--- config.mk ---
export PLATFORM = sky130hd
export DESIGN_NAME = ship_life_ctl
export DESIGN_NICKNAME = d
export VERILOG_FILES = /design/src/rtl/ship_life_ctl.sv
export SDC_FILE = /design/constraint.sdc
export NUM_CORES = 1
export LEC_CHECK = 0
export ABC_AREA = 1
export CORE_MARGIN = 4
export CORE_UTILIZATION = 30
export DETAILED_ROUTE_END_ITERATION = 10
export DONT_BUFFER_PORTS = 1
export GPL_TIMING_DRIVEN = 0
export HOLD_SLACK_MARGIN = 0.08
export PLACE_DENSITY_LB_ADDON = 0.15
export SYNTH_ARGS = -nofsm -noshare
export SYNTH_HDL_FRONTEND = slang
export SYNTH_SLANG_ARGS = --single-unit
--- constraint.sdc ---
create_clock -name pclk -period 1.83 [get_ports pclk]
set_input_delay 0.366 -clock pclk [delete_from_list [all_inputs] [get_ports pclk]]
set_output_delay 0.366 -clock pclk [all_outputs]
set_load 0.05 [all_outputs]
--- src/rtl/ship_life_ctl.sv ---
// Player ship life-cycle controller: ALIVE -> EXPLODE -> RESPAWN/GAME_OVER, timed in frames.
// Frame ticks come from the rising edge of vsync_in; all outputs are registered from the next state.
module ship_life_ctl #(
    parameter int LIVES         = 3,
    parameter int DEAD_FRAMES   = 60,
    parameter int INVULN_FRAMES = 120,
    parameter int BLINK_FRAMES  = 8
) (
    input  logic       pclk,
    input  logic       rst,
    input  logic       vsync_in,
    input  logic       hit,
    input  logic       restart,
    output logic [3:0] dead_count,
    output logic       ship_dead,
    output logic       ship_visible,
    output logic       collision_en,
    output logic       game_over,
    output logic [1:0] state
);

    localparam logic [1:0] S_ALIVE   = 2'd0;
    localparam logic [1:0] S_EXPLODE = 2'd1;
    localparam logic [1:0] S_RESPAWN = 2'd2;
    localparam logic [1:0] S_OVER    = 2'd3;

    localparam logic [3:0] LIVES_C     = 4'(LIVES);
    localparam logic [7:0] DEAD_LAST   = 8'(DEAD_FRAMES - 1);
    localparam logic [7:0] INVULN_LAST = 8'(INVULN_FRAMES - 1);
    localparam logic [7:0] BLINK_LAST  = 8'(BLINK_FRAMES - 1);

    logic       vs_q;
    logic       vs_q2;
    logic       hit_q;
    logic       arm_q;
    logic       tick;
    logic       hit_rise;
    logic       entry;

    logic [1:0] state_q,        state_d;
    logic [7:0] frame_cnt_q,    frame_cnt_d;
    logic [7:0] blink_cnt_q,    blink_cnt_d;
    logic [3:0] dead_count_q,   dead_count_d;
    logic       ship_dead_q,    ship_dead_d;
    logic       ship_visible_q, ship_visible_d;
    logic       collision_en_q, collision_en_d;
    logic       game_over_q,    game_over_d;

    // arm_q masks the first edge after reset so a hit already high then is not a new hit
    assign tick     = vs_q & ~vs_q2;
    assign hit_rise = hit & ~hit_q & arm_q;

    // Input edge-detect pipeline for vsync and hit
    always_ff @(posedge pclk or posedge rst) begin
        if (rst) begin
            vs_q  <= 1'b0;
            vs_q2 <= 1'b0;
            hit_q <= 1'b0;
            arm_q <= 1'b0;
        end else begin
            vs_q  <= vsync_in;
            vs_q2 <= vs_q;
            hit_q <= hit;
            arm_q <= 1'b1;
        end
    end

    // Next-state and death-counter logic
    always_comb begin
        state_d      = state_q;
        dead_count_d = dead_count_q;
        case (state_q)
            S_ALIVE: begin
                if (hit_rise) begin
                    state_d      = S_EXPLODE;
                    dead_count_d = (dead_count_q == LIVES_C) ? dead_count_q : dead_count_q + 4'd1;
                end else begin
                    state_d = S_ALIVE;
                end
            end
            S_EXPLODE: begin
                if (tick && (frame_cnt_q == DEAD_LAST)) begin
                    state_d = (dead_count_q == LIVES_C) ? S_OVER : S_RESPAWN;
                end else begin
                    state_d = S_EXPLODE;
                end
            end
            S_RESPAWN: begin
                if (tick && (frame_cnt_q == INVULN_LAST)) begin
                    state_d = S_ALIVE;
                end else begin
                    state_d = S_RESPAWN;
                end
            end
            S_OVER: begin
                if (restart) begin
                    state_d      = S_RESPAWN;
                    dead_count_d = 4'd0;
                end else begin
                    state_d = S_OVER;
                end
            end
            default: begin
                state_d      = S_ALIVE;
                dead_count_d = 4'd0;
            end
        endcase
    end

    // Frame and blink counters restart on every state entry
    always_comb begin
        entry       = (state_d != state_q);
        frame_cnt_d = frame_cnt_q;
        blink_cnt_d = blink_cnt_q;
        if (entry) begin
            frame_cnt_d = 8'd0;
            blink_cnt_d = 8'd0;
        end else if (tick && ((state_q == S_EXPLODE) || (state_q == S_RESPAWN))) begin
            frame_cnt_d = frame_cnt_q + 8'd1;
            blink_cnt_d = (blink_cnt_q == BLINK_LAST) ? 8'd0 : blink_cnt_q + 8'd1;
        end else begin
            frame_cnt_d = frame_cnt_q;
            blink_cnt_d = blink_cnt_q;
        end
    end

    // Output decode from the next state
    always_comb begin
        ship_dead_d    = (state_d == S_EXPLODE) || (state_d == S_OVER);
        collision_en_d = (state_d == S_ALIVE);
        game_over_d    = (state_d == S_OVER);
        case (state_d)
            S_ALIVE:   ship_visible_d = 1'b1;
            S_RESPAWN: begin
                if (entry) begin
                    ship_visible_d = 1'b0;
                end else if (tick && (blink_cnt_q == BLINK_LAST)) begin
                    ship_visible_d = ~ship_visible_q;
                end else begin
                    ship_visible_d = ship_visible_q;
                end
            end
            default:   ship_visible_d = 1'b0;
        endcase
    end

    // State, counter and output registers
    always_ff @(posedge pclk or posedge rst) begin
        if (rst) begin
            state_q        <= S_ALIVE;
            frame_cnt_q    <= 8'd0;
            blink_cnt_q    <= 8'd0;
            dead_count_q   <= 4'd0;
            ship_dead_q    <= 1'b0;
            ship_visible_q <= 1'b1;
            collision_en_q <= 1'b1;
            game_over_q    <= 1'b0;
        end else begin
            state_q        <= state_d;
            frame_cnt_q    <= frame_cnt_d;
            blink_cnt_q    <= blink_cnt_d;
            dead_count_q   <= dead_count_d;
            ship_dead_q    <= ship_dead_d;
            ship_visible_q <= ship_visible_d;
            collision_en_q <= collision_en_d;
            game_over_q    <= game_over_d;
        end
    end

    assign state        = state_q;
    assign dead_count   = dead_count_q;
    assign ship_dead    = ship_dead_q;
    assign ship_visible = ship_visible_q;
    assign collision_en = collision_en_q;
    assign game_over    = game_over_q;

endmodule

==> results of run 1 <==
==> stage by stage <==
step | hold slack [ps] | worst slack (ps) | power (mW) | std cells
after detailed placement | 398 | -268 | 1.69 | 250
after floorplan | 374 | 6.99 | 1.56 | 180
after global routing | 81.3 | -109 | 2.51 | 267
after global placement | 398 | -263 | 1.68 | 250
after CTS | 93.5 | 4.23 | 2.29 | 260
final | 106 | 25.7 | 2.35 | 267
==> metal layers <==
metal  up-vias  global-route usage, %  share of wire, %
li1        594                      -                 -
met1       553                   11.9                42
met2        29                   18.5                50
met3        10                   5.16               5.8
met4         0                   5.41               2.2
met5         -                      0                 0
==> power by group through the flow <==
stage	combinational [mW]	sequential [mW]	clock, mW
5_1_grt	0.725	1.22	0.563
3_3_place_gp	0.500	1.18	0
6_report	0.646	1.20	0.507
3_5_place_dp	0.504	1.19	0
2_1_floorplan	0.404	1.15	0
4_1_cts	0.562	1.20	0.532
==> cells by family after synthesis <==
group,Yosys count
other,1
xor gates and xnor gates,15
DFF,30
and+or+nand+nor,86
muxes,1
adders and majority gates,8
AOI/OAI and AO/OA,11
buffers and inverters,28
==> repair_timing <==
action,4_1_cts,5_1_grt
pin swaps,2,10
buffers inserted,2,7
endpoints found under the setup margin,16,16
gates resized for setup,27,13
==> worst paths after layout <==
| path | from | end | slack [ps] | cells after the start |
|---|---|---|---|---|
| setup / recovery | state[1] | frame_cnt_q[5] | 30 | 9 |
| hold / removal | vsync_in | vs_q | 110 | 0 |
| setup reg to reg | state[1] | frame_cnt_q[5] | 30 | 9 |
| hold reg to reg | vs_q | vs_q2 | 420 | 0 |
| max in group asynchronous | rst | state[1] | 750 | 1 |
| min in group asynchronous | rst | blink_cnt_q[2] | 260 | 1 |
==> layout make-up <==
cell class | count | area (sq um) | area share [%]
Multi-Input combinational cell | 122 | 821 | 42.0
Tap cell | 70 | 87.6 | 4.48
Buffer | 2 | 25.0 | 1.28
Clock buffer | 6 | 72.6 | 3.71
Inverter | 26 | 105 | 5.38
Clock inverter | 2 | 10.0 | 0.512
Timing Repair Buffer | 9 | 67.6 | 3.46
Sequential cell | 30 | 766 | 39.2
==> layout by cell type (no fill, tap or decap), types with 5 or more instances in the layout <==
cell type / synthesis / final
nand3_1: 14 / 14
xor2_1: 13 / 13
nor2_2: 11 / 12
nand2_1: 31 / 27
nor2_1: 18 / 17
a21oi_1: 5 / 5
clkbuf_8: 0 / 5
inv_1: 25 / 19
dfrtp_1: 28 / 22
buf_4: 0 / 9
==> flip-flops by register name (all words and copies together) (netlist names) <==
name and cells:
frame_cnt_q 8, dead_count 4, state 2, ship_dead 1
ship_visible 1, vs_q2 1, arm_q 1, vs_q 1
blink_cnt_q 8, game_over 1, hit_q 1, collision_en 1
==> results_dict.tcl, run 1 <==
set metrics [dict create \
    status "complete, no violations" \
    yosys.area_share.adder_pct 6.34 \
    cts_buffers 5 \
    synth_simple_gate_area_share_pct 25.1 \
    hp-class "in2reg" \
    synth_top_family_by_area "simple AND/OR/NAND/NOR gates" \
    clock_sinks 30 \
    slowest_stage "dfrtp_4" \
    htree_num_levels 2 \
    critical_path_buf_inv_count 2 \
    ioPinCount 15 \
    slew_violations 0 \
    netlist_top_cells_count "nand2_1, dfrtp_1, inv_1" \
    drive_gt1_share_pct 31.5 \
    p_comb_share_pct 27.4 \
    area_growth_pct 23.8 \
    clkSlewWorstSetupHoldPaths_ps 70 \
    antenna_found_initial 0 \
    arrival_ps 1970 \
    rows 26 \
    io_buffers 0 \
    finalSetupViolCount 0 \
    maxCapViolations 0 \
    maxSlewHeadroom_pct 24.2 \
    hold_viol 0 \
    synth_top_area_cell "dfrtp_1" \
    critPathMaxStageDelay_ps 600 \
    pwr-share-seq_pct 51.0 \
    cp_top_family "flip-flops" \
    final_core_util_pct 38.3 \
    cp-end-kind "register" \
    gp_congestion 0.772 \
    yosysUniqueCellTypes 26 \
    synthArstFlopShare_pct 100 \
    worst_clock_skew_ps 7.80 \
    p_int_mw 1.32 \
    drc 0 \
    track_usage_pct 11.1 \
    wirelength_mm 3.10 \
    die_width_microns 80.6 \
    n_antenna_cell 0 \
    synth_edf_count 0 \
    powerDensity_nw_per_um2 1200 \
    ant_nets 0 \
    cts-hold-fix-buffers 0 \
    ir_drop_v 0.000550 \
    timing.setup.tns_ps 0 \
    synthFlopType "dfrtp_1" \
    crit_chain "inv_4 -> ha_2 -> nand3_1 -> nand3_1 -> nand2_2 -> xor2_2 -> nand2_4 -> buf_12 -> nor2_2" \
    drt_pass1_iterations 4 \
    synth.top_cell.area_share_pct 44.4 \
    syn_nets 193 \
    syn_inst 180 \
    post-route-min-period_ps 1800 \
    synth_compound_area_share_pct 4.04 \
    clk_path_buf_depth 2 \
    die_area_sq_um 6490 \
    critical_path_class "reg2reg" \
    critPathMaxFanout 10 \
    die_y_microns 80.6 \
    cts_root_buf "clkbuf_8" \
    cp_common_cell "nand3_1" \
    critPathRequiredTime_ps 1990 \
    synthXorXnorAreaFrac_pct 8.80 \
    yosysSeqAreaShare_pct 47.7 \
    core-area_sq_um 5110 \
    tightest_slew_ps 1140 \
    power_leakage_nw 0.886 \
    netlist_area_sq_um 1580 \
    start_util_pct 30.9 \
    synth-seq-cells 30 \
    grt_pass1_wl_mm 5.42 \
    p_sw_share_pct 43.9 \
    finalInstanceArea_sq_um 1950 \
    vias 1186 \
    timing.fmax_mhz 554 \
    drtIter0Drc 39 \
    place_area_sq_um 1670 \
    nFillCells 529 \
    place_hpwl_mm 2.11 \
    post-route-period-util_pct 98.6 \
    cts_tree "yes" \
    insertion_delay_ps 280 \
    fin_nets 209 \
    start_kind "register" \
    ys_warn_count 0 \
    grt_overflow 0 \
    synth_area_leaders "dfrtp_1, nand2_1, xor2_1, ha_1, inv_1" \
    vias_per_cell 4.44 \
    rsz0062_at_grt "yes" \
    wl_per_cell_microns 11.6 \
    clockPowerShare_pct 21.5 \
    netSwitchingPower_mw 1.03 \
    grt_max_degree 31 \
    grt_pass1_vias 1215 \
    synth.area.mux_share_pct 0.634 \
    synth_most_common_cell "nand2_1" \
    avgSynthCellArea_sq_um 8.77 \
]
(Power assumes the default switching activity.)
==> run 2, diff against run 1 <==
--- a/config.mk
+++ b/config.mk
@@ -10,9 +10,10 @@
 export CORE_UTILIZATION = 30
 export DETAILED_ROUTE_END_ITERATION = 10
 export DONT_BUFFER_PORTS = 1
+export GPL_ROUTABILITY_DRIVEN = 0
 export GPL_TIMING_DRIVEN = 0
 export HOLD_SLACK_MARGIN = 0.08
-export PLACE_DENSITY_LB_ADDON = 0.15
+export PLACE_DENSITY = 0.51
 export SYNTH_ARGS = -nofsm -noshare
 export SYNTH_HDL_FRONTEND = slang
 export SYNTH_SLANG_ARGS = --single-unit
==> results_dict.tcl, run 2 (synthesized netlist as in run 1, its figures left out) <==
set metrics [dict create \
    die_area_sq_um 6490 \
    rsz0062_at_grt "yes" \
    cts-hold-fix-buffers 0 \
    grt_max_degree 31 \
    min_to "vs_q" \
    ioPinCount 15 \
    final_core_util_pct 42.9 \
    wl_per_cell_microns 12.5 \
    layout.cells.most_common "nand2_1" \
    cts_root_buf "clkbuf_8" \
    critPathMaxFanout 6 \
    p_comb_share_pct 33.3 \
    critPathRequiredTime_ps 2010 \
    fin_nets 217 \
    slew_violations 0 \
    setup_ws_ps 28.7 \
    fin_cells 275 \
    grt_overflow 0 \
    min_path_cells 0 \
    critical_path_class "reg2reg" \
    insertion_delay_ps 290 \
    wirelength_mm 3.43 \
    most-common-layout-cells "nand2_1, dfrtp_1, inv_1" \
    io_buffers 0 \
    grt_pass1_wl_mm 5.40 \
    worst_clock_skew_ps 8.75 \
    timing.setup.tns_ps 0 \
    clk_path_buf_depth 2 \
    arrival_ps 1980 \
    hp-class "in2reg" \
    reg2reg_slack_ps 30 \
    cts_tree "yes" \
    r2r_end "frame_cnt_q[5]" \
    drive_gt1_share_pct 42.0 \
    ant_nets 0 \
    drc 0 \
    pre_cts_ws_ps -262 \
    dp_cells 250 \
    finalSetupViolCount 0 \
    n_antenna_cell 0 \
    die_y_microns 80.6 \
    ir_drop_v 0.000481 \
    hold_viol 0 \
    drtIter0Drc 13 \
    grt_pass1_vias 1193 \
    antenna_found_initial 0 \
    maxCapViolations 0 \
    place_hpwl_mm 2.11 \
    powerDensity_nw_per_um2 1270 \
    hold_start "vsync_in" \
    core-area_sq_um 5110 \
    cp-end-kind "register" \
    pwr-share-seq_pct 43.9 \
    status "complete, no violations" \
    timing.fmax_mhz 555 \
    area_growth_pct 38.9 \
    start_kind "register" \
    rows 26 \
    clkSlewWorstSetupHoldPaths_ps 70 \
    p_sw_share_pct 41.2 \
    tightest_slew_ps 1140 \
    start_util_pct 30.9 \
    track_usage_pct 10.9 \
    cts_buffers 5 \
    vias_per_cell 4.47 \
    netSwitchingPower_mw 1.14 \
    reg2reg_from "state[0]" \
    clockPowerShare_pct 22.8 \
    post-route-min-period_ps 1800 \
    drt_pass1_iterations 4 \
    post-route-period-util_pct 98.4 \
    p_int_mw 1.63 \
    r2r_cells 9 \
    htree_num_levels 2 \
    maxSlewHeadroom_pct 24.2 \
    power_leakage_nw 0.997 \
    clock_sinks 30 \
    vias 1228 \
    die_width_microns 80.6 \
]
[run 2: timing repair]
action                     4_1_cts  5_1_grt
gates cloned                     0        1
setup buffers                    2       14
setup endpoints to repair       17       16
pin swaps                        5       17
gates resized for setup         31       40
[run 2: layout make-up]
class,count,area (sq um)
Clock buffer,8,110
Timing Repair Buffer,17,145
Tap cell,70,87.6
Inverter,26,115
Multi-Input combinational cell,122,940
Sequential cell,30,768
Buffer,2,27.5
Fill cell,505,2910
[run 2: worst max path at each step]
stage	startpoint	cells after the start	to	slack [ps]
floorplan	state[0]	7	blink_cnt_q[0]	7
global placement	state[1]	7	blink_cnt_q[0]	-290
detailed placement	state[1]	7	blink_cnt_q[0]	-260
CTS	state[1]	9	frame_cnt_q[6]	0.5
global route	state[0]	9	frame_cnt_q[7]	-50
finish	state[0]	9	frame_cnt_q[5]	30
[run 2: per-layer routing]
layer	wire (microns)	GRT usage, %	vias up
li1	-	-	613
met3	165	4.71	10
met1	1400	12.3	583
met5	0	0	-
met4	85	4.22	0
met2	1780	17.9	22
[run 2: power by group through the flow]
stage	registers, mW	clock network [mW]	logic, mW
after floorplan	1.15	0	0.404
after global placement	1.18	0	0.498
after detailed placement	1.19	0	0.503
after CTS	1.20	0.652	0.589
after global routing	1.24	0.683	1.02
final	1.22	0.634	0.925
[run 2: through the flow]
stage / cell area [sq um] / hold slack (ps) / power (mW)
floorplan: 1590 / 374 / 1.56
global placement: 1670 / 398 / 1.68
detailed placement: 1670 / 398 / 1.69
CTS: 1890 / 93.6 / 2.44
global route: 2190 / 86.0 / 2.94
finish: 2190 / 107 / 2.78
[run 2: critical path, stage by stage, from the launching register on]
cell and delay (ps):
dfrtp_4 590, inv_4 90, ha_4 280, nand2_4 60, nor2_2 150, nand2_2 90
nor2_4 120, buf_4 120, xnor2_1 120, nor2_2 50
